[config.mk]
export PLATFORM = sky130hd
export DESIGN_NAME = snake_score_keeper
export DESIGN_NICKNAME = d
export VERILOG_FILES = /design/src/rtl/snake_score_keeper.sv
export SDC_FILE = /design/constraint.sdc
export NUM_CORES = 1
export LEC_CHECK = 0
export ABC_AREA = 1
export CAP_MARGIN = 40
export CORE_MARGIN = 8
export CORE_UTILIZATION = 55
export CTS_CLUSTER_SIZE = 25
export DETAILED_ROUTE_END_ITERATION = 12
export PLACE_DENSITY = 0.79
export SKIP_CTS_REPAIR_TIMING = 1
export SLEW_MARGIN = 30
export SYNTH_ARGS = -nofsm -noshare
export SYNTH_HDL_FRONTEND = slang
export SYNTH_SLANG_ARGS = --single-unit
[constraint.sdc]
create_clock -name clk -period 3.02 [get_ports clk]
set_clock_uncertainty 0.15 [all_clocks]
set_input_delay 0.604 -clock clk [delete_from_list [all_inputs] [get_ports clk]]
set_output_delay 0.604 -clock clk [all_outputs]
set_load 0.005 [all_outputs]
[src/rtl/snake_score_keeper.sv]
// snake_score_keeper: owns the game score, saturates it at SCORE_MAX and
// converts it to three BCD digits with a sequential double-dabble FSM.
// The digit registers are written only in LOAD, so the display never sees a
// half-converted value.
// Optional macro SNAKE_HIGH_SCORE_EN adds the best-score register (hi_score,
// new_high); without it both outputs are tied to zero.
module snake_score_keeper #(
    parameter int SCORE_MAX       = 999,
    parameter int POINTS_PER_FOOD = 1
) (
    input  logic       clk,
    input  logic       reset,
    input  logic       game_start,
    input  logic       eat,
    input  logic       game_over,
    output logic [9:0] score,
    output logic [3:0] ones,
    output logic [3:0] tens,
    output logic [3:0] huns,
    output logic       busy,
    output logic [9:0] hi_score,
    output logic       new_high
);

    localparam logic [9:0]  MAX_C = 10'(SCORE_MAX);
    localparam logic [10:0] PTS_C = 11'(POINTS_PER_FOOD);

    typedef enum logic [1:0] {
        IDLE  = 2'd0,
        SHIFT = 2'd1,
        LOAD  = 2'd2
    } state_t;

    // Add 3 to every BCD nibble that is 5 or more, ahead of the shift.
    function automatic logic [11:0] bcd_adjust(input logic [11:0] v);
        logic [11:0] r;
        r = v;
        for (int n = 0; n < 3; n++) begin
            if (v[n*4 +: 4] >= 4'd5) begin
                r[n*4 +: 4] = v[n*4 +: 4] + 4'd3;
            end else begin
                r[n*4 +: 4] = v[n*4 +: 4];
            end
        end
        return r;
    endfunction

    logic [9:0]  score_r;
    logic        frozen_r;
    logic        dirty_r;
    state_t      state_r, state_s;
    logic [9:0]  bin_r, bin_s;
    logic [11:0] bcd_r, bcd_s, adj_s;
    logic [3:0]  cnt_r, cnt_s;
    logic        load_s;
    logic [11:0] digits_r;
    logic        eat_ok_s;
    logic [10:0] sum_s;
    logic [9:0]  score_inc_s;
    logic        capture_s;

    // The sum is formed 11 bits wide so the compare against the limit cannot wrap.
    assign sum_s       = {1'b0, score_r} + PTS_C;
    assign score_inc_s = (sum_s > {1'b0, MAX_C}) ? MAX_C : sum_s[9:0];
    assign eat_ok_s    = eat && !frozen_r && (score_r < MAX_C);
    assign capture_s   = (state_r == IDLE) && dirty_r;
    assign adj_s       = bcd_adjust(bcd_r);

    // Score and freeze flag; game_start beats both eat and game_over.
    always_ff @(posedge clk or posedge reset) begin
        if (reset) begin
            score_r  <= 10'd0;
            frozen_r <= 1'b0;
        end else if (game_start) begin
            score_r  <= 10'd0;
            frozen_r <= 1'b0;
        end else begin
            if (eat_ok_s) begin
                score_r <= score_inc_s;
            end
            if (game_over) begin
                frozen_r <= 1'b1;
            end
        end
    end

    // Dirty flag: a new score wins over the clear done at capture.
    always_ff @(posedge clk or posedge reset) begin
        if (reset) begin
            dirty_r <= 1'b0;
        end else if (game_start || eat_ok_s) begin
            dirty_r <= 1'b1;
        end else if (capture_s) begin
            dirty_r <= 1'b0;
        end
    end

    // Conversion FSM state and datapath registers.
    always_ff @(posedge clk or posedge reset) begin
        if (reset) begin
            state_r <= IDLE;
            bin_r   <= 10'd0;
            bcd_r   <= 12'd0;
            cnt_r   <= 4'd0;
        end else begin
            state_r <= state_s;
            bin_r   <= bin_s;
            bcd_r   <= bcd_s;
            cnt_r   <= cnt_s;
        end
    end

    // Next-state and datapath logic: capture, ten add-3/shift steps, then load.
    always_comb begin
        state_s = state_r;
        bin_s   = bin_r;
        bcd_s   = bcd_r;
        cnt_s   = cnt_r;
        load_s  = 1'b0;
        case (state_r)
            IDLE: begin
                if (dirty_r) begin
                    bin_s   = score_r;
                    bcd_s   = 12'd0;
                    cnt_s   = 4'd0;
                    state_s = SHIFT;
                end else begin
                    state_s = IDLE;
                end
            end
            SHIFT: begin
                {bcd_s, bin_s} = {adj_s[10:0], bin_r, 1'b0};
                cnt_s          = cnt_r + 4'd1;
                if (cnt_r == 4'd9) begin
                    state_s = LOAD;
                end else begin
                    state_s = SHIFT;
                end
            end
            LOAD: begin
                load_s  = 1'b1;
                state_s = IDLE;
            end
            default: begin
                state_s = IDLE;
            end
        endcase
    end

    // Digit register: all three nibbles change on the same edge.
    always_ff @(posedge clk or posedge reset) begin
        if (reset) begin
            digits_r <= 12'd0;
        end else if (load_s) begin
            digits_r <= bcd_r;
        end
    end

    assign score = score_r;
    assign huns  = digits_r[11:8];
    assign tens  = digits_r[7:4];
    assign ones  = digits_r[3:0];
    assign busy  = (state_r != IDLE);

`ifdef SNAKE_HIGH_SCORE_EN
    logic [9:0] final_s;
    logic [9:0] hi_r;
    logic       new_high_r;

    // The score a game ends with includes an eat arriving on the same edge.
    assign final_s = eat_ok_s ? score_inc_s : score_r;

    // Best score since reset; only a live (unfrozen, not restarted) game_over counts.
    always_ff @(posedge clk or posedge reset) begin
        if (reset) begin
            hi_r       <= 10'd0;
            new_high_r <= 1'b0;
        end else if (game_over && !game_start && !frozen_r && (final_s > hi_r)) begin
            hi_r       <= final_s;
            new_high_r <= 1'b1;
        end else begin
            new_high_r <= 1'b0;
        end
    end

    assign hi_score = hi_r;
    assign new_high = new_high_r;
`else
    assign hi_score = 10'd0;
    assign new_high = 1'b0;
`endif

endmodule

==> results of run 1 <==
-- cells by family (layout without fill, tap and decap cells) --
kind of cell,after synthesis,count (layout),share of synthesized area
AO/OA/AOI/OAI,64,64,0.136
XOR/XNOR,3,3,0.00977
adder cells (fa/ha/maj),10,10,0.0465
buffers and inverters,61,82,0.101
flip-flops,52,52,0.484
multiplexers,1,1,0.00372
other,1,11,0.00139
AND/OR/NAND/NOR,128,128,0.218
-- cells in the mapped netlist (all sizes together) --
library cell  count
xor2              3
nand4             1
o22ai             8
a31oi             2
a22oi             1
inv              43
o221ai            2
a21oi             8
conb              1
nand3            19
o32ai             2
clkbuf            6
o21ai            36
or2               1
mux2i             1
nor2             22
o211ai            5
ha               10
nor3              2
buf              12
nand2            83
dfrtp            52
-- worst min-delay path, stage by stage (launching register included) --
cell and delay (ns):
dfrtp_1 0.35, nand2_1 0.05, o21ai_0 0.06
-- layout make-up --
| cell class | count | area share |
|---|---|---|
| Sequential cell | 52 | 0.420 |
| Multi-Input combinational cell | 217 | 0.373 |
| Timing Repair Buffer | 31 | 0.0970 |
| Inverter | 43 | 0.0521 |
| Clock buffer | 7 | 0.0279 |
| Tap cell | 67 | 0.0271 |
| Clock inverter | 1 | 0.00243 |
-- power by group --
| part | internal, W | total (W) | switching [W] | leakage (nW) |
|---|---|---|---|---|
| registers | 0.000853 | 0.000943 | 0.0000895 | 0.690 |
| clock network | 0.000187 | 0.000412 | 0.000225 | 0.0445 |
| logic | 0.000290 | 0.000780 | 0.000490 | 0.719 |
-- routing by layer --
metal	vias up	global-route usage	wire length, um
met5	-	0	0
met2	43	0.283	2880
met1	1052	0.182	2440
met3	7	0.0401	250
met4	0	0.0525	44
li1	1071	-	-
-- sequential cells by signal, summed over array words and instances, names as in the netlist --
name,count
bcd_r,12
bin_r,10
cnt_r,4
digits_r,12
dirty_r,1
frozen_r,1
score,10
state_r,2
-- through the flow --
stage,instance area (um^2),setup slack [ns],utilization
global route,3100,0.826,0.655
detailed placement,3000,0.985,0.635
global placement,3000,1.03,0.635
floorplan,2730,1.01,-
CTS,3100,0.893,0.655
finish,3100,0.892,0.655
-- final timing paths --
check	startpoint	end	slack [ns]	depth (start not counted)
max	state_r[1]$_DFF_PP0_	busy	0.89	3
min reg2reg	digits_r[6]$_DFFE_PP0N_	digits_r[6]$_DFFE_PP0N_	0.34	2
min	digits_r[6]$_DFFE_PP0N_	digits_r[6]$_DFFE_PP0N_	0.34	2
min in group asynchronous	reset	digits_r[5]$_DFFE_PP0N_	0.51	2
max in group asynchronous	reset	score[4]$_DFFE_PP0P_	1.59	3
max reg2reg	score[0]$_DFFE_PP0P_	score[4]$_DFFE_PP0P_	1.08	8
==> summary.txt, run 1 <==
Logic synthesis
  – Synth area leader: dfrtp_1
  – Yosys cell types: 31
  – Synth top area cells: dfrtp_1 (48%), nand2_1 (11%), inv_1 (5.9%), o21ai_0 (5.8%), ha_1 (4.7%)
  – Syn avg cell area: 8.41 um^2
  – Post-Syn Area: ~2700 um^2
  – Synth warn: 0
  – Yosys reg bits: 52
  – Post-synthesis sequential area ratio: 0.484
  – Area fraction of the dominant cell type after synthesis: 0.484
  – Mapped Cells: 320

Timing
  – Rel. slew slack: 0.603
  – Minimum clock period: 2.13 ns
  – Hold Violations, Final: 0
  – Max Clock Freq: around 470 MHz
  – Worst-Margin Slew: about 0.6 ns
  – Pins Over Slew Limit: 0
  – Final hold slack: 0.338 ns
  – RSZ-0062 raised after global routing: no
  – Setup_tns: 0 ns
  – Final setup viols: 0
  – Final period utilization: 0.705

Worst setup path
  – CP cell instances: nor2_1 -> inv_1 -> clkdlybuf4s50_1
  – Crit path buffers/inverters: 2
  – Startpoint types: register
  – Worst path max stage delay: a little over 0.5 ns
  – Delay-heaviest family, CP: buffers and inverters
  – Crit path arrival time: ~1.4 ns
  – Worst EP required: 2.27 ns
  – Critical path fanouts, max: 3
  – Slowest stage cell, crit path: clkdlybuf4s50_1
  – Crit end category: output port
  – Crit Path Category: register to output port

CTS
  – Clk_lat worst skew: 0.30 ns
  – Worst-path clk slew: 0.09 ns
  – Max Root-Sink Buffers: 2
  – TritonCTS clock tree: yes
  – CTS H-Tree Depth: 2
  – CTS sink cnt: 52
  – CTS Buf Count: 5
  – CTS Root Cell: clkbuf_8

Placement
  – DPL Wire Length: 4.17 mm
  – Placed cell count: 410
  – # port buffers: 27
  – GPL Wtd Cong: 0.894

Layout
  – Seq. cell area: 1300 um^2
  – Commonest non-fill, non-tap cell in the layout: nand2_1
  – Finished Layout Cells: between 400 and 500
  – Nets: 365
  – Multi-input logic area: 1150 um^2
  – Share of layout cells above drive strength 1: 0.0855
  – Commonest non-fill, non-tap cells in the layout: nand2_1 (80), dfrtp_1 (52), inv_1 (41)
  – Fillers: 410
  – Area Growth Syn to Fin: 15.1%
  – Ant diodes: 0

GRT
  – Number of antenna violations at the first check in global routing: 0
  – Final global-route overflow total: 0
  – Total GRT Usage: 0.160
  – Largest net degree at the start of global routing: 27
  – Number of global-route vias before repair: between 2,000 and 2,500
  – First-pass GRT wire length: 9.69 mm

Die
  – Die width: 85.9 um
  – Placement row count: 25
  – Die Ht: 85.9 um
  – Initial Utilization: 0.570
  – I/O pins: 39
  – Die area: between 7000 and 8000 um^2
  – CORE AREA: ~4700 um^2

Route
  – Initial DRC count: 116
  – First drt pass iteration count: 4
  – WL per Instance: 13.4 um
  – ANT nets after route: 0
  – Final WL: 5.62 mm
  – Via density: approximately 5.2
  – Via count: 2,173
  – Drt drc: 0

Pwr
  – PwrDens: slightly below 700 nW/um^2
  – Leak: 1.45 nW
  – Maximum vdd drop: 0.000301 V
  – Overall power: 0.00213 W

Job
  – Max-Cap Viols: 0

Min path
  – Worst Hold Class: register to register

Status
  – Status: completed
No activity file was read; power rests on OpenSTA's default activity.
==> run 2, diff against run 1 <==
CORE_UTILIZATION = 54   (was 55)
PLACE_DENSITY = 0.77   (was 0.79)
clock period = 2.1 ns   (was 3.02 ns; I/O delays follow)
==> run 2 against run 1 <==
  * Die area rose by 1.5%
  * Via count fell by 2.0%
  * Wire length down 6.5%
  * Final area up 1.6%
  * Global-route usage down 0.60 points
  * Flip-flop and latch count is the same
==> summary.txt, run 2 (same netlist as run 1, synthesis figures left out) <==
Route
  – Final WL: 5.25 mm (-6.5%)
  – Initial DRC count: 95 (-18%)
  – WL per Instance: 12.6 um (-6.5%)
  – First drt pass iteration count: 5 (+1)
  – Via count: 2,130 (-2.0%)
  – ANT nets after route: 0 (unchanged)
  – Drt drc: 0 (unchanged)
  – Via density: 5.10 (-2.0%)

Timing
  – Max Clock Freq: 528 MHz
  – Worst-Margin Slew: 0.606 ns (+0.0110 ns)
  – Final period utilization: 0.903
  – Setup_tns: 0 ns (unchanged)
  – Rel. slew slack: 0.595 (-0.00733)
  – Minimum clock period: 1.90 ns
  – RSZ-0062 raised after global routing: no
  – Hold Violations, Final: 0 (unchanged)
  – Pins Over Slew Limit: 0 (unchanged)
  – Final setup viols: 0 (unchanged)

Layout
  – Commonest non-fill, non-tap cell in the layout: nand2_1
  – Share of layout cells above drive strength 1: 0.0883 (+0.00285)
  – Area Growth Syn to Fin: 16.9%
  – Ant diodes: 0 (unchanged)
  – Commonest non-fill, non-tap cells in the layout: nand2_1 (80), dfrtp_1 (52), inv_1 (41)
  – Largest regs: bcd_r x12, digits_r x12
  – Final Core Density: 0.662 (+0.00622)
  – Nets: 365 (unchanged)

Die
  – Initial Utilization: 0.566 (-0.00375)
  – Die Ht: 86.6 um (+0.75%)
  – Placement row count: 25 (unchanged)
  – Die area: 7500 um^2 (+1.5%)
  – CORE AREA: 4750 um^2 (+0.66%)
  – I/O pins: 39 (unchanged)
  – Die width: 86.6 um (+0.75%)

Pwr
  – Maximum vdd drop: 0.000423 V (+41%)
  – Leak: 1.48 nW (+1.7%)
  – PwrDens: 1010 nW/um^2 (+47%)

Worst setup path
  – CP Launch Point: score[2]$_DFFE_PP0P_
  – Startpoint types: register
  – Worst path max stage delay: 0.55 ns (+0.04 ns)
  – Crit path arrival time: 1.33 ns (-0.04 ns)
  – Crit path buffers/inverters: 1 (-1)
  – Critical path fanouts, max: 6 (+3)
  – Crit Path Category: register to output port
  – Reg-to-reg startpoint: score[0]$_DFFE_PP0P_
  – Delay-heaviest family, CP: buffers and inverters
  – Slowest stage cell, crit path: clkdlybuf4s50_1
  – Worst EP required: 1.53 ns (-0.74 ns)
  – Crit end category: output port
  – CP cell instances: clkdlybuf4s50_1

CTS
  – CTS sink cnt: 52 (unchanged)
  – Clk_lat worst skew: 0.30 ns (about the same)
  – Worst-path clk slew: 0.09 ns (about the same)
  – Max Root-Sink Buffers: 2 (unchanged)
  – CTS Buf Count: 5 (unchanged)
  – CTS H-Tree Depth: 2 (unchanged)
  – TritonCTS clock tree: yes
  – CTS Root Cell: clkbuf_8

Placement
  – # port buffers: 27 (unchanged)
  – DPL Wire Length: 3.87 mm (-7.1%)
  – GPL Wtd Cong: 0.856 (-4.2%)

GRT
  – Final global-route overflow total: 0 (unchanged)
  – First-pass GRT wire length: 9.29 mm (-4.1%)
  – Number of antenna violations at the first check in global routing: 0 (unchanged)
  – Number of global-route vias before repair: 2,159 (-2.5%)
  – Largest net degree at the start of global routing: 39 (+44%)
  – Total GRT Usage: 0.154 (-0.00595)

Min path
  – Worst Hold Class: primary input to async pin

Status
  – Status: completed

Job
  – Max-Cap Viols: 0 (unchanged)
## run 2: changes by cell type in the layout (fill, tap and decap cells not counted), sizes merged
| cell | delta |
|---|---|
| bufinv | +1 |
| clkinvlp | -1 |
## run 2: worst paths after layout
check,end,slack [ns],depth (start not counted)
worst max-delay path,score[2],0.20,1
worst min-delay path,bcd_r[2]$_DFFE_PP0P_,0.23,2
worst max register to register,score[3]$_DFFE_PP0P_,0.25,10
worst min register to register,digits_r[6]$_DFFE_PP0N_,0.34,2
max in group asynchronous,bin_r[2]$_DFFE_PP0P_,1.06,3
min in group clk,digits_r[6]$_DFFE_PP0N_,0.34,2
## run 2: area by class of cell
cell class | instances | area (um^2)
Tap cell | 67 | 83.8
Inverter | 43 | 161
Clock inverter | 1 | 30.0
Multi-Input combinational cell | 217 | 1160
Sequential cell | 52 | 1300
Fill cell | 411 | 1610
Timing Repair Buffer | 31 | 313
Clock buffer | 7 | 96.3
## run 2: report_power, final
part           total, W  switching (W)  internal [W]
Clock          0.000733       0.000313      0.000420
Sequential      0.00135       0.000123       0.00123
Combinational   0.00110       0.000679      0.000425
Total           0.00319        0.00112       0.00207
## run 2: layer usage
layer,GRT usage,routed length [um],vias up
met2,0.273,2550,51
li1,-,-,1072
met1,0.175,2380,1003
met4,0.0563,40,0
met5,0,0,-
met3,0.0340,288,4
## run 2: metrics by stage
step / area [um^2] / hold WS [ns] / worst slack (ns) / instances / power (W)
2_1_floorplan: 2730 / 0.295 / 0.272 / 330 / 0.00217
3_3_place_gp: 3010 / 0.314 / 0.312 / 410 / 0.00242
3_5_place_dp: 3010 / 0.322 / 0.230 / 410 / 0.00247
4_1_cts: 3140 / 0.239 / 0.171 / 418 / 0.00322
5_1_grt: 3150 / 0.283 / 0.0588 / 418 / 0.00345
6_report: 3150 / 0.235 / 0.205 / 418 / 0.00319
==> edit 1: new RTL, flow settings as in run 2 <==
Re-encode `state_t` (3 states) as one-hot, 3 bits wide.
--- a/src/rtl/snake_score_keeper.sv
+++ b/src/rtl/snake_score_keeper.sv
@@ -27,6 +27,6 @@
 
-    typedef enum logic [1:0] {
-        IDLE  = 2'd0,
-        SHIFT = 2'd1,
-        LOAD  = 2'd2
+    typedef enum logic [2:0] {
+        IDLE  = 3'b001,
+        SHIFT = 3'b010,
+        LOAD  = 3'b100
     } state_t;
Function: same outputs for any inputs over 10 cycles, from zero or initial values and one cycle with reset high; not proved beyond that.
==> edit 1 against run 2 <==
Final cell count is 1.2% higher. Power is 3.6% lower. Sequential cell count is 1 higher. Synthesized area is 2.4% higher. Maximum frequency is 3.1% lower. Wire length is 1.8% higher. Design area is 1.9% higher. Setup slack worse by 0.060 ns. Critical path depth stayed put. Clock power is 3.0% lower. Via count is 0.28% lower.
==> edit 1: results (changes against run 2) <==
Drt
  • Routed length on met1: 2410 um (+1.4%)
  • Via count: 2124 (-0.28%)
  • Drt wl/cell: 12.64 um (+0.57%)
  • Final WL: 5346 um (+1.8%)
  • Met2 WL: 2656 um (+4.3%)

Global routing
  • Total GRT Usage: 0.1531 (-0.0005666)
  • Largest net degree at the start of global routing: 30 (-23%)
  • Global-route wire length before repair: 9473 um (+1.9%)
  • Routing usage on met3: 0.02642 (-0.007611)

Worst setup path
  • End of the critical path: score[7]
  • Worst flop-to-flop path startpoint: score[1]$_DFFE_PP0P_
  • Flop2flop setup slack: 0.21 ns (-0.04 ns)

Cells and area
  • Post-layout nets: 367 (+0.55%)
  • Clock buffers: 6 (-1)
  • Non-clock inverters: 42 (-2.3%)
  • Area of the multi-input gates: 0.001196 sq mm (+3.1%)
  • Fill count: 462 (+12%)

Synth
  • Post-Synth XOR/XNOR Area: 0.01590 (+0.006134)
  • Cells after synthesis: 322 (+0.63%)
  • Post-synthesis adder-cell area fraction: 0.04543 (-0.001078)
  • Synthesized area: 0.002754 sq mm (+2.4%)
  • Mux contribution to synthesized area: 0 (-0.003721)
  • Number of synthesized register bits: 53 (+1.9%)
  • Post-synthesis cell type count: 30 (-3.2%)

Timing
  • Fmax: 511.4 MHz (-3.1%)

Placed design
  • Pre-CTS setup slack: 0.2371 ns (+0.006864 ns)
  • Gpl congestion: 0.9259 (+8.1%)
  • DP Area: 0.003077 sq mm (+2.1%)

Power and ir drop
  • Power per cell area: 959.3 mW/mm^2 (-5.3%)
  • VDD IR max: 0.0004659 V (+10%)
  • Logic power comb: 0.980 mW (-11%)
  • Reg power frac: 0.450 (+0.026)

Run status
  • Outcome: completed
==> edit 1: cell types whose count changed in the layout (fill, tap and decap cells not counted), moves of 5 or more <==
cell / delta
inv_1: -6
inv_2: +5
o22ai_1: +9
nor2_1: +13
nand2_1: -19
==> edit 1: worst min path at each step <==
stage	start	to	slack [ns]	cells past startpoint
2_1_floorplan	bin_r[0]$_DFFE_PP0P_	bin_r[0]$_DFFE_PP0P_	0.30	2
3_3_place_gp	digits_r[1]$_DFFE_PP0N_	digits_r[1]$_DFFE_PP0N_	0.31	2
3_5_place_dp	digits_r[1]$_DFFE_PP0N_	digits_r[1]$_DFFE_PP0N_	0.32	2
4_1_cts	reset	bin_r[6]$_DFFE_PP0P_	0.29	3
5_1_grt	reset	bin_r[6]$_DFFE_PP0P_	0.32	3
6_report	reset	bin_r[6]$_DFFE_PP0P_	0.29	3
==> edit 1: cell families after synthesis <==
group,count (synthesis)
fa+ha+maj,10
flops,53
buf+inv,60
simple gates,128
xor+xnor,5
other cells,1
compound gates,65
==> edit 2: new RTL, settings of run 2 <==
Without the edit above. `SCORE_MAX`: 999 -> 512.
--- a/src/rtl/snake_score_keeper.sv
+++ b/src/rtl/snake_score_keeper.sv
@@ -7,3 +7,3 @@
 module snake_score_keeper #(
-    parameter int SCORE_MAX       = 999,
+    parameter int SCORE_MAX       = 512,
     parameter int POINTS_PER_FOOD = 1
Check against the original RTL: same outputs for any inputs over 10 cycles, from zero or initial values and one cycle with reset high; that may be too few to reach the edited logic, so the function may still have changed.
==> edit 2 against run 2 <==
Die area fell by 1.6%. Setup slack got worse by 0.10 ns. First-iteration DRC count rose by 16%. Design area fell by 3.5%. Critical path depth rose by 2. Wire length rose by 0.23%. Synthesized area fell by 2.0%. Sequential cell count did not move. Power fell by 1.0%. Utilization fell by 1.9 points.
==> edit 2: results (changes against run 2) <==
Run status
  • Outcome: completed

Drt
  • Final WL: 5265 um (+0.23%)
  • Via count: 2123 (-0.33%)
  • TritonRoute pass-1 iters: 4 (-1)
  • Iter 0 DRT Violations: 110 (+16%)

Synth
  • Post-synthesis cell type count: 27 (-13%)
  • Ys async rst share: 1.000 (unchanged)
  • Ys flop type: dfrtp_1
  • Area contributors post-synth: dfrtp_1 49%, nand2_1 12%, o21ai_0 5.7%
  • Synth Warn #: 0 (unchanged)
  • Sequential share of the synthesized area: 0.4936 (+0.009872)
  • Synth cell count leaders: 83 x nand2_1, 52 x dfrtp_1, 38 x inv_1

Cells and area
  • Biggest regs: bcd_r x12, digits_r x12
  • Antenna cells: 0 (unchanged)
  • Share of layout cells above drive strength 1: 0.07184 (-0.01648)
  • Post-layout nets: 361 (-1.1%)
  • Fill count: 425 (+3.4%)

Worst setup path
  • CP peak stage delay: 0.45 ns (-0.10 ns)
  • Crit path DAT: 1.43 ns (+0.10 ns)
  • Delay-heaviest family, CP: buffers and inverters
  • Crit path max fanout: 3 (-3)
  • CP max-delay cell: clkdlybuf4s50_1
  • Cell count of the worst reg-to-reg path: 11 (+1)
  • Flop2flop setup slack: 0.28 ns (+0.03 ns)

Placed design
  • Port bufs: 27 (unchanged)
  • Gpl congestion: 0.9477 (+11%)
  • Dpl hpwl: 3845 um (-0.72%)

CTS
  • Clk Latency, worst-skew pair: 0.30 ns (about the same)
  • Clock Path Buffers: 2 (unchanged)
  • CTS buffer count: 5 (unchanged)
  • H-tree depth: 2 (unchanged)
  • Clk slew on worst S/H paths: 0.09 ns (about the same)
  • Clock root cell: clkbuf_8

Global routing
  • Initial antenna violation count: 0 (unchanged)
  • Vias in the first global route: 2028 (-6.1%)
  • Global-route wire length before repair: 8866 um (-4.6%)
  • Total GRT Usage: 0.1469 (-0.006737)
  • Largest net degree at the start of global routing: 53 (+36%)

Timing
  • Tightest Pin Transition: 0.6233 ns (+0.01765 ns)

Power and ir drop
  • Pleak: 1.414 nW (-4.3%)
  • VDD IR max: 0.0004515 V (+6.7%)

Hold path
  • Worst hold-check path type: input pin to asynchronous set/reset pin
-- edit 2: worst paths after layout --
path                                      startpoint              endpoint
worst max-delay path            state_r[1]$_DFF_PP0_                  busy
worst min-delay path                           reset  bin_r[8]$_DFFE_PP0P_
worst max register to register  score[1]$_DFFE_PP0P_  score[1]$_DFFE_PP0P_
worst min register to register  bin_r[2]$_DFFE_PP0P_  bin_r[2]$_DFFE_PP0P_
max in group asynchronous                      reset  bcd_r[9]$_DFFE_PP0P_
min in group clk                bin_r[2]$_DFFE_PP0P_  bin_r[2]$_DFFE_PP0P_
-- edit 2: routing by layer --
metal  track usage  vias up  part of all wire
met4       0.05255        0             0.012
li1              -     1068                 -
met5             0        -                 0
met1        0.1786     1006              0.48
met3       0.03247        6             0.044
met2        0.2484       43              0.47
-- edit 2: layout make-up --
cell class                 count  area, sq um  share of cell area
clock buffer                   6        72.57             0.02391
clock inverter                 2        35.03             0.01154
inverter                      42        157.7             0.05194
multi-input combinational    218         1095              0.3607
sequential                    52         1301              0.4287
tap                           67        83.83             0.02762
timing repair buffer          28        290.3             0.09563
-- edit 2: stage by stage --
step                      instances  instance area (sq um)  setup WS, ns  hold WS [ns]
after floorplan                 331                   2674        0.2721        0.2953
after global placement          407                   2928        0.2441        0.3078
after detailed placement        407                   2928        0.2185        0.3222
after CTS                       415                   3035       0.08319        0.3297
after global routing            415                   3035       0.01860        0.3604
final                           415                   3035        0.1038        0.3179
-- edit 2: kinds of logic after synthesis --
kind of cell | synth area share
AO/OA/AOI/OAI | 0.1552
adder cells (fa/ha/maj) | 0.04272
buffers and inverters | 0.1054
flip-flops | 0.4936
multiplexers | 0.003797
other | 0.001422
AND/OR/NAND/NOR | 0.1979
-- edit 2: power breakdown --
part           internal (mW)  switching, mW  total (mW)
clock                  0.354          0.316       0.670
sequential              1.24          0.156        1.40
combinational          0.402          0.682        1.08
total                   2.00           1.16        3.15
-- edit 2: worst reg2reg max path: stages, from the launching register on --
cell and delay, ns:
dfrtp_1 0.47, ha_1 0.25, nand3_1 0.12, nand2_1 0.11, nand2_1 0.05, nor2_1 0.09
nand2_1 0.06, nor2_1 0.13, nand2_1 0.08, nand2_2 0.12, nand2_1 0.06, nand2_1 0.06
